--- config.mk ---
export PLATFORM = sky130hd
export DESIGN_NAME = piso_serializer
export DESIGN_NICKNAME = d
export VERILOG_FILES = /design/src/rtl/piso_pkg.sv /design/src/rtl/piso_hold_reg.sv /design/src/rtl/piso_serializer.sv
export SDC_FILE = /design/constraint.sdc
export NUM_CORES = 1
export LEC_CHECK = 0
export ABC_AREA = 1
export CAP_MARGIN = 30
export CELL_PAD_IN_SITES_DETAIL_PLACEMENT = 2
export CELL_PAD_IN_SITES_GLOBAL_PLACEMENT = 2
export CORE_MARGIN = 2
export CORE_UTILIZATION = 34
export CTS_BUF_LIST = sky130_fd_sc_hd__clkbuf_8
export CTS_CLUSTER_SIZE = 25
export DETAILED_ROUTE_END_ITERATION = 8
export GPL_ROUTABILITY_DRIVEN = 0
export PLACE_DENSITY = 0.89
export SLEW_MARGIN = 20
export SYNTH_ARGS = -nofsm -noshare
export SYNTH_HDL_FRONTEND = slang
export SYNTH_HIERARCHICAL = 1
export SYNTH_SLANG_ARGS = --single-unit
--- constraint.sdc ---
create_clock -name clk -period 2.61 [get_ports clk]
set_input_delay 0.261 -clock clk [delete_from_list [all_inputs] [get_ports clk]]
set_output_delay 0.261 -clock clk [all_outputs]
set_load 0.005 [all_outputs]
--- src/rtl/piso_pkg.sv ---
// Shared types for the parallel-in serial-out serializer.
// FSM state encoding and bit-order flag values.
package piso_pkg;

  typedef enum logic {
    IDLE  = 1'b0,
    SHIFT = 1'b1
  } state_t;

  localparam logic ORDER_MSB = 1'b0;
  localparam logic ORDER_LSB = 1'b1;

  function automatic logic pick_order(
    input logic lsb_first,
    input logic msb_default
  );
    if (lsb_first) return ORDER_LSB;
    return msb_default ? ORDER_MSB : ORDER_LSB;
  endfunction

endpackage

--- src/rtl/piso_hold_reg.sv ---
// One-word holding register in front of the shifter.
// Captures word and bit order; freed when the shifter takes it.
module piso_hold_reg
  import piso_pkg::*;
#(
  parameter int WIDTH             = 8,
  parameter bit MSB_FIRST_DEFAULT = 1'b1
) (
  input  logic             clk,
  input  logic             rst_n,
  input  logic             in_valid,
  output logic             in_ready,
  input  logic [WIDTH-1:0] parallel_in,
  input  logic             lsb_first,
  input  logic             take,
  output logic             hold_valid,
  output logic [WIDTH-1:0] hold_word,
  output logic             hold_order
);

  logic accept;

  assign in_ready = !hold_valid;
  assign accept   = in_valid && !hold_valid;

  always_ff @(posedge clk or negedge rst_n) begin
    if (!rst_n) begin
      hold_valid <= 1'b0;
      hold_word  <= '0;
      hold_order <= ORDER_MSB;
    end else if (accept) begin
      hold_valid <= 1'b1;
      hold_word  <= parallel_in;
      hold_order <= pick_order(lsb_first,
                               MSB_FIRST_DEFAULT);
    end else if (take) begin
      hold_valid <= 1'b0;
    end
  end

endmodule

--- src/rtl/piso_serializer.sv ---
// Parallel-in serial-out serializer with a one-word skid holder.
// Back-to-back words stream without gaps when the holder is full.
module piso_serializer
  import piso_pkg::*;
#(
  parameter int WIDTH             = 8,
  parameter bit MSB_FIRST_DEFAULT = 1'b1
) (
  input  logic             clk,
  input  logic             rst_n,
  input  logic             in_valid,
  output logic             in_ready,
  input  logic [WIDTH-1:0] parallel_in,
  input  logic             lsb_first,
  input  logic             shift_en,
  output logic             serial_out,
  output logic             serial_valid,
  output logic             serial_last,
  output logic             busy
);

  localparam int CW = $clog2(WIDTH);
  localparam logic [CW-1:0] LAST = CW'(WIDTH - 1);

  state_t           state;
  logic [WIDTH-1:0] sreg;
  logic [CW-1:0]    cnt;
  logic             cur_order;

  logic             hold_valid;
  logic [WIDTH-1:0] hold_word;
  logic             hold_order;
  logic             at_last;
  logic             consume;
  logic             take;

  piso_hold_reg #(
    .WIDTH            (WIDTH),
    .MSB_FIRST_DEFAULT(MSB_FIRST_DEFAULT)
  ) u_hold (
    .clk        (clk),
    .rst_n      (rst_n),
    .in_valid   (in_valid),
    .in_ready   (in_ready),
    .parallel_in(parallel_in),
    .lsb_first  (lsb_first),
    .take       (take),
    .hold_valid (hold_valid),
    .hold_word  (hold_word),
    .hold_order (hold_order)
  );

  assign at_last = (cnt == LAST);
  assign consume = (state == SHIFT) && shift_en;
  // Reload from the holder when idle or right as the last bit leaves
  assign take    = hold_valid &&
                   ((state == IDLE) || (consume && at_last));

  always_ff @(posedge clk or negedge rst_n) begin
    if (!rst_n) begin
      state     <= IDLE;
      sreg      <= '0;
      cnt       <= '0;
      cur_order <= ORDER_MSB;
    end else if (take) begin
      state     <= SHIFT;
      sreg      <= hold_word;
      cnt       <= '0;
      cur_order <= hold_order;
    end else if (consume) begin
      if (at_last) begin
        state <= IDLE;
        sreg  <= '0;
        cnt   <= '0;
      end else begin
        sreg <= (cur_order == ORDER_LSB) ? (sreg >> 1)
                                         : (sreg << 1);
        cnt  <= cnt + CW'(1);
      end
    end
  end

  assign serial_valid = (state == SHIFT);
  assign serial_last  = (state == SHIFT) && at_last;
  assign serial_out   = (state == SHIFT) &&
                        ((cur_order == ORDER_LSB) ? sreg[0]
                                                  : sreg[WIDTH-1]);
  assign busy         = (state == SHIFT) || hold_valid;

endmodule

==> summary.md <==
| Metric | Value |
|---|---|
| Syn Area/Cell | 7.74 um^2 |
| Combinational Power Share | 0.402 |
| Met3 usage | 0.0176 |
| Post-CTS Hold Buffers | 0 |
| Worst Path Max Fanout | 4 |
| Setup Slack @ Placement | 0.884 ns |
| GR Util All Layers | 0.171 |
| Gr busiest metal | met2 |
| Starting Density | 0.361 |
| Slew Limit Fails | 0 |
| Worst path most repeated cell | ha_1 |
| Worst hold slack | 0.340 ns |
| Clock Tree Buf Depth | 2 |
| Setup TNS | 0 ns |
| Seq cells post-synth | 23 |
| RSZ-0062 raised after global routing | false |
| Met1 Resource Use GR | 0.223 |
| Non-Filler Instances | 220 |
| Layout Skew | 0.0103 ns |
| Reg-to-reg startpoint | cnt[0] |
| Area leader, netlist | dfrtp_1 |
| Worst EP required | 2.35 ns |
| Clock Pin Slew Worst Setup and Hold Paths | 0.09 ns |
| Commonest cells after routing, fill and taps aside | 66 x nand2_1, 24 x nand3_1, 23 x dfrtp_1 |
| Cell Pwr Density | 1000 mW/mm^2 |
| NetSw | 0.586 mW |
| Sinks on Clock Net | 23 |
| Reg2reg end | u_hold/hold_valid |
| P&R area growth vs syn | 18.0% |
| Final HPWL DP | 2400 um |
| Skew-Pair Late Insertion Delay | 0.27 ns |
| Cell-internal power | 0.859 mW |
| Netlist cell types | 17 |
| Core area | 0.00339 mm^2 |
| DIE WIDTH | 64.0 um |
| Worst reg2reg path depth | 7 |
| Initial DRC Count | 28 |
| Placed Cells | 216 |
| Row count | 21 |
| # resized after CTS | 0 |
| Buf/Inv on CP | 2 |
| Max Freq | 517 MHz |
| Final wirelength | 3050 um |
| Post-Synth XOR/XNOR Area | 0 |
| TritonCTS Buffers | 3 |
| Met2 Use GR | 0.298 |
| Final Core Density | 0.426 |
| Placement Cell Area | 0.00140 mm^2 |
| DR vias | 1070 |
| Final Hold Viols | 0 |
| Ys Warns | 6 |
| H-tree depth | 1 |
| Leak | 0.775 nW |
| First-pass GRT wire length | 5440 um |
| Startpoint types | register |
| Clk pwr share | 0.154 |
| Compound-cell area share of the yosys netlist | 0.0358 |
| Reg-to-reg slack, setup | 0.93 ns |
| I/O Buffers | 17 |
| Period Utilization, post-route | 0.742 |
| Setup WS post-layout | 0.674 ns |
| Critical Path End Type | primary output |
| Max VDD drop | 0.372 mV |
| Clk root buf | clkbuf_8 |
| Wire per inst | 13.9 um |
| Initial antenna violation count | 0 |
| Adder-Cell Fraction of Synth Area | 0.0204 |
| Pin count of the biggest net entering global routing | 24 |
| Synth top area share | 0.470 |
| DR vias/cell | 4.86 |
| Drc violations | 0 |
| Combinational family with the most area after synthesis | simple AND/OR/NAND/NOR gates |
| Sequential power share | 0.444 |
| Max-slew headroom | 0.647 |
| CP delay by family, top | buffers and inverters |
| # Post-CTS Setup Buffers | 0 |
| Die Y-Extent | 64.0 um |
| Least-Margin Pin Slew | 0.529 ns |
| Final Cell Area | 0.00144 mm^2 |
| Vias in the first global route | 1145 |
| Post-route minimum period | 1.94 ns |
| # Max-Cap Violations | 0 |
| Top cells by area, synth | dfrtp_1 47%, nand2_1 20%, nand3_1 9.8% |
| Syn_nets | 173 |
| Die ar. | 0.00409 mm^2 |
| Critical Setup Path Class | register to primary output |
| Critical path's slowest cell | clkdlybuf4s50_1 |
| # diodes | 0 |
| Synth Instances | 158 |
| Register area share after synthesis | 0.470 |
| Worst Path Arrival | 1.67 ns |
| Post-Synth Simple-Gate Area | 0.371 |
| Fill cells | 401 |
| Mapped Area | 0.00122 mm^2 |
| Worst min path class | primary input to asynchronous set/reset pin |
| Worst Setup SP | cnt[0] |
| TritonRoute pass-1 iters | 4 |
| Multiplexer share of the synthesized area | 0 |
| Crit-path max cell delay | 0.43 ns |
| DRT antenna net count | 0 |
| Sw frac | 0.406 |
| Final Setup Violations | 0 |
| Status | finished clean |
| CTS tree | done |
| Cell chain of the critical path | ha_1, ha_1, nand2_1, inv_1, clkdlybuf4s50_1 |
| Share of layout cells above drive strength 1 | 0.0632 |
| Total grt overflow | 0 |
| Pwr Total | 1.45 mW |
| Layout Nets | 190 |
| Top-Level Pins | 18 |
| Most common cell after layout, fill and taps aside | nand2_1 |
Yosys cell counts (all sizes together):
cell type  count
nand2         69
nand3         24
dfrtp         23
inv           17
nand3b         7
o21ai          7
buf            6
ha             2
a21oi          1
nand4          1
nor2           1
how the worst max path moves through the flow:
stage,endpoint,cells after the start
6_report,serial_last,5
5_1_grt,serial_last,5
2_1_floorplan,sreg[1],9
3_3_place_gp,cur_order,8
3_5_place_dp,sreg[7],5
4_1_cts,serial_last,5
logic make-up after synthesis:
logic type	Yosys count
fa+ha+maj	2
buf+inv	23
compound gates	8
flops	23
simple gates	102
sequential cells by signal, indices dropped and copies added, names as in the netlist:
| register | count |
|---|---|
| serial_valid | 1 |
| u_hold/hold_word | 8 |
| cnt | 3 |
| cur_order | 1 |
| u_hold/hold_valid | 1 |
| sreg | 8 |
| u_hold/hold_order | 1 |
power groups by stage:
stage | registers (mW) | logic, mW | clock network (mW)
finish | 0.642 | 0.581 | 0.223
global route | 0.671 | 0.684 | 0.250
CTS | 0.644 | 0.596 | 0.230
detailed placement | 0.648 | 0.591 | 0
global placement | 0.639 | 0.548 | 0
floorplan | 0.580 | 0.475 | 0
layout make-up:
| type | count | area [um^2] | share of cell area |
|---|---|---|---|
| clock buffer | 3 | 41.3 | 0.0286 |
| multi-input combinational | 112 | 523 | 0.362 |
| tap | 46 | 57.6 | 0.0399 |
| inverter | 17 | 63.8 | 0.0442 |
| timing repair buffer | 18 | 178 | 0.123 |
| sequential | 23 | 576 | 0.399 |
| clock inverter | 1 | 5.00 | 0.00347 |
routing by layer:
metal | share of wire | up-vias
met4 | 0.0092 | 0
met2 | 0.49 | 18
met1 | 0.47 | 519
met3 | 0.030 | 4
li1 | - | 529
met5 | 0 | -
Power figures use the tool's default switching activity.
